### src/rtl/mem_arb_pkg.sv
// Shared constants for the CPU/loader program-memory arbiter.
// FSM encodings, owner IDs and the latency-counter width helper.
package mem_arb_pkg;

  typedef logic [1:0] state_t;

  localparam state_t StIdle   = 2'd0;
  localparam state_t StAccess = 2'd1;
  localparam state_t StResp   = 2'd2;

  localparam logic OwnCpu = 1'b0;
  localparam logic OwnLd  = 1'b1;

  localparam int unsigned MaxLat = 7;

  // Counter must hold MEM_LAT-1; at least one bit even for MEM_LAT=1.
  function automatic int unsigned lat_width(input int unsigned lat);
    return (lat < 2) ? 1 : $clog2(lat + 1);
  endfunction

endpackage

### src/rtl/rr_arb2.sv
// Two-way round-robin picker: on a tie the requester that was not granted last wins.
// Bit 0 is the CPU, bit 1 the loader; purely combinational.
module rr_arb2
  import mem_arb_pkg::*;
(
  input  logic [1:0] req,
  input  logic       last,
  output logic [1:0] gnt
);

  always_comb begin
    gnt = req;
    if (req == 2'b11) begin
      gnt = (last == OwnLd) ? 2'b01 : 2'b10;
    end
  end

endmodule

### src/rtl/mem_bus_arbiter.sv
// Serialises CPU and loader accesses onto one program memory with MEM_LAT strobe cycles,
// returning a one-cycle ack and stalling the CPU through cpu_wait.
module mem_bus_arbiter
  import mem_arb_pkg::*;
#(
  parameter int unsigned ADR_W   = 6,
  parameter int unsigned DATA_W  = 8,
  parameter int unsigned MEM_LAT = 1   // legal 1..MaxLat
) (
  input  logic              clk,
  input  logic              reset,
  input  logic              cpu_rd,
  input  logic              cpu_wr,
  input  logic [ADR_W-1:0]  cpu_adr,
  input  logic [DATA_W-1:0] cpu_wdata,
  output logic [DATA_W-1:0] cpu_rdata,
  output logic              cpu_ack,
  output logic              cpu_wait,
  input  logic              ld_req,
  input  logic              ld_we,
  input  logic [ADR_W-1:0]  ld_adr,
  input  logic [DATA_W-1:0] ld_wdata,
  output logic [DATA_W-1:0] ld_rdata,
  output logic              ld_ack,
  output logic [ADR_W-1:0]  mem_adr,
  output logic              mem_rd,
  output logic              mem_wr,
  output logic [DATA_W-1:0] mem_wdata,
  input  logic [DATA_W-1:0] mem_rdata,
  output logic              busy,
  output logic              proto_err
);

  localparam int unsigned    LatW    = lat_width(MEM_LAT);
  localparam logic [LatW-1:0] LatInit = LatW'(MEM_LAT - 1);

  state_t            state_q, state_d;
  logic              owner_q, owner_d;
  logic              last_q, last_d;
  logic [LatW-1:0]   lat_cnt_q, lat_cnt_d;
  logic [ADR_W-1:0]  mem_adr_q, mem_adr_d;
  logic [DATA_W-1:0] mem_wdata_q, mem_wdata_d;
  logic              mem_rd_q, mem_rd_d;
  logic              mem_wr_q, mem_wr_d;
  logic [DATA_W-1:0] cpu_rdata_q, cpu_rdata_d;
  logic [DATA_W-1:0] ld_rdata_q, ld_rdata_d;
  logic              proto_err_q, proto_err_d;

  logic       cpu_req;
  logic [1:0] gnt;
  logic       sel_we;

  assign cpu_req = cpu_rd | cpu_wr;

  rr_arb2 u_rr_arb2 (
    .req  ({ld_req, cpu_req}),
    .last (last_q),
    .gnt  (gnt)
  );

  always_comb begin
    state_d     = state_q;
    owner_d     = owner_q;
    last_d      = last_q;
    lat_cnt_d   = lat_cnt_q;
    mem_adr_d   = mem_adr_q;
    mem_wdata_d = mem_wdata_q;
    mem_rd_d    = mem_rd_q;
    mem_wr_d    = mem_wr_q;
    cpu_rdata_d = cpu_rdata_q;
    ld_rdata_d  = ld_rdata_q;
    proto_err_d = proto_err_q;
    sel_we      = 1'b0;

    case (state_q)
      StIdle: begin
        if (cpu_rd && cpu_wr) begin
          proto_err_d = 1'b1;
        end
        if (gnt != 2'b00) begin
          owner_d   = gnt[1];
          last_d    = gnt[1];
          lat_cnt_d = LatInit;
          state_d   = StAccess;
          if (gnt[1]) begin
            mem_adr_d   = ld_adr;
            mem_wdata_d = ld_wdata;
            sel_we      = ld_we;
          end else begin
            mem_adr_d   = cpu_adr;
            mem_wdata_d = cpu_wdata;
            // A simultaneous read+write request degrades to a read.
            sel_we      = cpu_wr & ~cpu_rd;
          end
          mem_rd_d = ~sel_we;
          mem_wr_d = sel_we;
        end
      end
      StAccess: begin
        if (lat_cnt_q == '0) begin
          state_d  = StResp;
          mem_rd_d = 1'b0;
          mem_wr_d = 1'b0;
          if (mem_rd_q) begin
            if (owner_q == OwnLd) ld_rdata_d  = mem_rdata;
            else                  cpu_rdata_d = mem_rdata;
          end
        end else begin
          lat_cnt_d = lat_cnt_q - 1'b1;
        end
      end
      StResp: begin
        state_d = StIdle;
      end
      default: begin
        state_d  = StIdle;
        mem_rd_d = 1'b0;
        mem_wr_d = 1'b0;
      end
    endcase
  end

  always_ff @(posedge clk) begin
    if (reset) begin
      state_q     <= StIdle;
      owner_q     <= OwnCpu;
      last_q      <= OwnLd;
      lat_cnt_q   <= '0;
      mem_adr_q   <= '0;
      mem_wdata_q <= '0;
      mem_rd_q    <= 1'b0;
      mem_wr_q    <= 1'b0;
      cpu_rdata_q <= '0;
      ld_rdata_q  <= '0;
      proto_err_q <= 1'b0;
    end else begin
      state_q     <= state_d;
      owner_q     <= owner_d;
      last_q      <= last_d;
      lat_cnt_q   <= lat_cnt_d;
      mem_adr_q   <= mem_adr_d;
      mem_wdata_q <= mem_wdata_d;
      mem_rd_q    <= mem_rd_d;
      mem_wr_q    <= mem_wr_d;
      cpu_rdata_q <= cpu_rdata_d;
      ld_rdata_q  <= ld_rdata_d;
      proto_err_q <= proto_err_d;
    end
  end

  assign cpu_ack   = (state_q == StResp) && (owner_q == OwnCpu);
  assign ld_ack    = (state_q == StResp) && (owner_q == OwnLd);
  assign cpu_wait  = cpu_req & ~cpu_ack;
  assign busy      = (state_q != StIdle);
  assign cpu_rdata = cpu_rdata_q;
  assign ld_rdata  = ld_rdata_q;
  assign mem_adr   = mem_adr_q;
  assign mem_wdata = mem_wdata_q;
  assign mem_rd    = mem_rd_q;
  assign mem_wr    = mem_wr_q;
  assign proto_err = proto_err_q;

endmodule

### config.mk
export PLATFORM = sky130hd
export DESIGN_NAME = mem_bus_arbiter
export DESIGN_NICKNAME = d
export VERILOG_FILES = /design/src/rtl/mem_arb_pkg.sv /design/src/rtl/rr_arb2.sv /design/src/rtl/mem_bus_arbiter.sv
export SDC_FILE = /design/constraint.sdc
export NUM_CORES = 1
export LEC_CHECK = 0
export ABC_AREA = 0
export CAP_MARGIN = 0
export CORE_AREA = 2 2 91 58
export DETAILED_ROUTE_END_ITERATION = 7
export DIE_AREA = 0 0 93 60
export GPL_ROUTABILITY_DRIVEN = 0
export HOLD_SLACK_MARGIN = 0.05
export PLACE_DENSITY = 0.74
export SLEW_MARGIN = 15
export SYNTH_ARGS = -nofsm -noshare
export SYNTH_HDL_FRONTEND = slang
export SYNTH_HIERARCHICAL = 1
export SYNTH_SLANG_ARGS = --single-unit
### constraint.sdc
create_clock -name clk -period 1.45 [get_ports clk]
set_input_delay 0.29 -clock clk [delete_from_list [all_inputs] [get_ports clk]]
set_output_delay 0.29 -clock clk [all_outputs]
set_load 0.03 [all_outputs]
# After elaboration in Yosys (flattened, before gate mapping)
# Cells that the tools add are included.
# word_totals
reg_bits	38
in_bits	42
output_inout_bits	37
wordCells	58
# classes
n_addsub	1
eq_ne	5
n_mux	18
bitwise	9
n_reduce_logical	14
# op_table
cell	count
1-bit two-way mux	8
2-bit two-way mux	4
8-bit two-way mux	1
2-bit AND reduction	4
4-bit AND reduction	2
6-bit two-way mux	1
1-bit inverter	6
1-bit one-hot mux with 3 select lines	2
2-bit nonzero test	3
2-bit == test (second input constant)	2
2-bit != test (second input constant)	2
2-bit one-hot mux with 2 select lines	1
1-bit logical AND	3
3-bit AND reduction	1
1-bit bitwise AND	2
2-bit by 1-bit == test with 1-bit output (second input constant)	1
2-bit zero test	1
1-bit one-hot mux with 2 select lines	1
1-bit bitwise OR	1
1-bit subtractor (second input constant)	1

# Depth between registers and ports, before layout
# depth
depth_word	9
ltp_mapped	7
depth_no_buf	5

# Hierarchy
# The synthesis kept the hierarchy.
# modules_own_cells
mod	n_inst	cells_per_inst	area_each_um2	seq_area_each_um2
mem_bus_arbiter	1	164	1646.6	740.7
rr_arb2	1	3	18.8	0.0

# Worst setup path after synthesis
# No wires, ideal clock.
# synth_path
path_type	reg2out
from	register state_q[1]
to	output cpu_wait
arrival_time_ps	1591
required_time_ps	1160
path_slack_ps	-431
stages_incl_launch_ff	4
n_path_buf	1
cell_sequence	dfxtp_1 -> buf_6 -> nor3b_1 -> nor2b_1
# synth_via
elab_chain_cells	4
# synth_rtl
element	line_no	rtl
start: declaration	mem_bus_arbiter.sv:37	state_t state_q, state_d;
start signal: assignment	mem_bus_arbiter.sv:125	state_q <= StIdle;
start signal: assignment	mem_bus_arbiter.sv:137	state_q <= state_d;
2-bit == test	mem_bus_arbiter.sv:151	assign cpu_ack = (state_q == StResp) && (owner_q == OwnCpu);
1-bit logical AND	mem_bus_arbiter.sv:151	
net cpu_ack	mem_bus_arbiter.sv:17	output logic cpu_ack,
1-bit inverter	mem_bus_arbiter.sv:153	assign cpu_wait = cpu_req & ~cpu_ack;
1-bit bitwise AND	mem_bus_arbiter.sv:153	
end: declaration	mem_bus_arbiter.sv:18	output logic cpu_wait,
# The timed path passes the listed nets, and every way through them passes these cells.

# Final worst setup path
# layout_path
from	register state_q[0]
to	output ld_ack
# layout_via
elab_chain_cells	2
# layout_rtl
element	line_no	rtl
2-bit == test	mem_bus_arbiter.sv:152	assign ld_ack = (state_q == StResp) && (owner_q == OwnLd);
1-bit logical AND	mem_bus_arbiter.sv:152	
end: declaration	mem_bus_arbiter.sv:24	output logic ld_ack,
# No other way between the ends.

==> qor.yml <==
run_status:
  status: "finished, final reports clean"
logic_synthesis:
  syn_area_sq_um: 1670
  synthSimpleGateAreaFrac: 0.152
  netlist_instances: 167
  yosysTopAreaCellShare: 0.445
  synth_compound_area_frac: 0.189
  synth_top_family_by_area: "compound AO/OA/AOI/OAI gates"
  netlist_top_cells_area: "dfxtp_1, mux2i_1, a21oi_1, a211oi_2, nand2_1"
  synth_top_cell_by_area: "dfxtp_1"
  ys_ff_latch: 37
  yosysWarnings: 6
  yosysSeqAreaShare: 0.445
  synth_cell_types: 38
  syn_avg_cell_area_sq_um: 9.97
  syn-num-nets: 209
  synth_fa_ha_area_frac: 0
  synth_xor_area_frac: 0
  synthMuxAreaShare: 0.132
pwr:
  powerDensity_nw_per_um2: 1110
  leakage_nw: 1.21
  peakVddDrop_mv: 0.576
  power_mw: 3.21
layout:
  syn_to_final_growth_pct: 73.6
  layout-drive-gt1-share: 0.290
  stdcell_area_sq_um: 2890
  final_util: 0.602
  nFillCells: 418
  final_cells: 328
  nets: 303
  antenna_cells: 0
grt:
  grt_pass1_wl_um: 7260
  grt_max_degree: 19
  grt-ovfl-total: 0
  antenna_found_initial: 0
  grt_use_met3: 0.0631
  grt_pass1_vias: 1548
  grtUsageTotal: 0.169
  grtUsageMet1: 0.220
  grt_busiest_layer: "met2"
  use_met2: 0.265
critical_path:
  cp-end-kind: "output port"
  cp_common_cell: "buf_6"
  start_kind: "register"
  crit_type: "register to output port"
  cp_num_buf_inv: 2
  cp_max_fo: 4
  cpMaxStageDelayCell: "dfxtp_4"
  worstPathRequired_ps: 1160
  worst_ep_arrival_time_ps: 1130
  path_cells: "buf_6 > and3b_1 > buf_6"
  critPathMaxStageDelay_ps: 360
  path_delay_family: "flip-flops"
die:
  io_pins: 79
  initial_core_util: 0.347
  die_area_sq_um: 5580
  rows: 20
  die_height_um: 60
  die_x_um: 93
  coreArea_sq_um: 4800
sta:
  max_slew_margin: 0.744
  worstMarginPinSlew_ps: 381
  postLayoutSetupSlackWorst_ps: 29.5
  rsz0062_at_grt: "yes"
  period_share: 0.980
  fmax_ghz: 0.704
  finClkSkew_ps: 4.47
  finalSetupViolCount: 0
  setup-tns-final_ps: 0
  period_minus_slack_ps: 1420
  holdWs_ps: 397
  finalHoldViolCount: 0
  slew_viol_final: 0
clock_tree:
  cts_buffer_depth: 2
  cts_buffers: 5
  cts_tree: "yes"
  clk_pin_slew_ps: 70
  htree_num_levels: 2
  root_buffer: "clkbuf_8"
  clk-insertion-delay-late_ps: 290
  cts_sinks: 37
drt:
  ant_nets: 0
  drtIter0Drc: 22
  vias: 1547
  viasPerCell: 4.72
  drc: 0
  wl_um: 4590
  wl_per_cell_um: 14.0
  dr.pass1.iters: 4
hold_path:
  hp-class: "input port to register"
place:
  place_area_sq_um: 2610
  hpwl_um: 3300
  place.port_buffers: 78
  place_ws_ps: -592
  dp_cells: 313
job:
  max_cap_viol_count: 0
-- cells in the mapped netlist, drive strengths merged --
cell and number:
or2 2, nor2 14, nand4b 1, nand2b 1, and4bb 1, buf 10
nor3 1, a31oi 2, nor2b 2, a221o 1, nand2 19, nor3b 2
a21oi 23, a21boi 2, and3b 1, mux2i 22, and4b 1, o221a 1
clkbuf 4, a211oi 14, dfxtp 37, o22ai 1, or3 1, o21ai 1
inv 3
-- worst register-to-register path: stages (launching register included) --
cell       delay [ps]
dfxtp_2           370
inv_1              80
a21boi_4          160
buf_6             130
nor2_4             40
nor2_4            200
clkbuf_16         190
a211oi_2           50
-- report_power, final --
group | switching (mW) | total, mW | internal [mW]
clock network | 0.362 | 0.923 | 0.561
logic | 0.567 | 1.11 | 0.540
registers | 0.0700 | 1.18 | 1.11
-- flip-flops by register name, summed over array words and instances (netlist names) --
signal / cells
owner_q: 1
mem_wr: 1
ld_rdata: 8
last_q: 1
mem_rd: 1
mem_wdata: 8
proto_err: 1
mem_adr: 6
cpu_rdata: 8
state_q: 2
-- logic make-up (layout without fill, tap and decap cells) --
logic type	after synthesis	in the layout
flops	37	37
mux	22	22
buf+inv	17	112
simple gates	46	46
compound gates	45	45
-- worst paths after layout --
| kind | start | end | slack, ps | cells past startpoint |
|---|---|---|---|---|
| hold / removal | cpu_rd | proto_err$_SDFFE_PP0P_ | 400 | 3 |
| setup / recovery | state_q[0]$_SDFFE_PP0P_ | ld_ack | 30 | 3 |
| setup reg to reg | last_q$_SDFFE_PP1P_ | mem_wdata[6]$_SDFFE_PP0P_ | 110 | 7 |
| hold reg to reg | ld_rdata[0]$_SDFFE_PP0P_ | ld_rdata[0]$_SDFFE_PP0P_ | 450 | 2 |
-- repair_timing --
item                       in CTS  in global routing
gates cloned                    0                  1
pin swaps                       2                  5
buffers inserted                4                  2
resized for setup              50                 16
setup endpoints to repair      54                 15
hold buffers                    0                  0
-- layout make-up --
cell class / instances / area [sq um] / share of cell area
Timing Repair Buffer: 101 / 1010 / 0.351
Multi-Input combinational cell: 113 / 916 / 0.317
Sequential cell: 37 / 751 / 0.260
Clock buffer: 7 / 86.3 / 0.0299
Tap cell: 66 / 82.6 / 0.0286
Clock inverter: 1 / 30.0 / 0.0104
Inverter: 3 / 11.3 / 0.00389
-- cells in the final DEF (no fill, tap or decap), types with 10 or more instances in the layout --
master / synthesis / routed
a211oi_2: 6 / 14
a21oi_1: 22 / 10
a21oi_2: 1 / 13
buf_4: 2 / 13
clkdlybuf4s50_1: 0 / 38
dfxtp_1: 37 / 33
dlygate4sd2_1: 0 / 33
mux2i_1: 22 / 20
nand2_1: 19 / 19
nor2_1: 11 / 11
-- metal layers --
| metal | part of all wire | wire length [um] | vias to the layer above |
|---|---|---|---|
| li1 | - | - | 774 |
| met2 | 0.44 | 2000 | 49 |
| met4 | 0.0096 | 44 | 0 |
| met1 | 0.48 | 2210 | 716 |
| met5 | 0 | 0 | - |
| met3 | 0.073 | 337 | 8 |
Power figures use the tool's default switching activity.
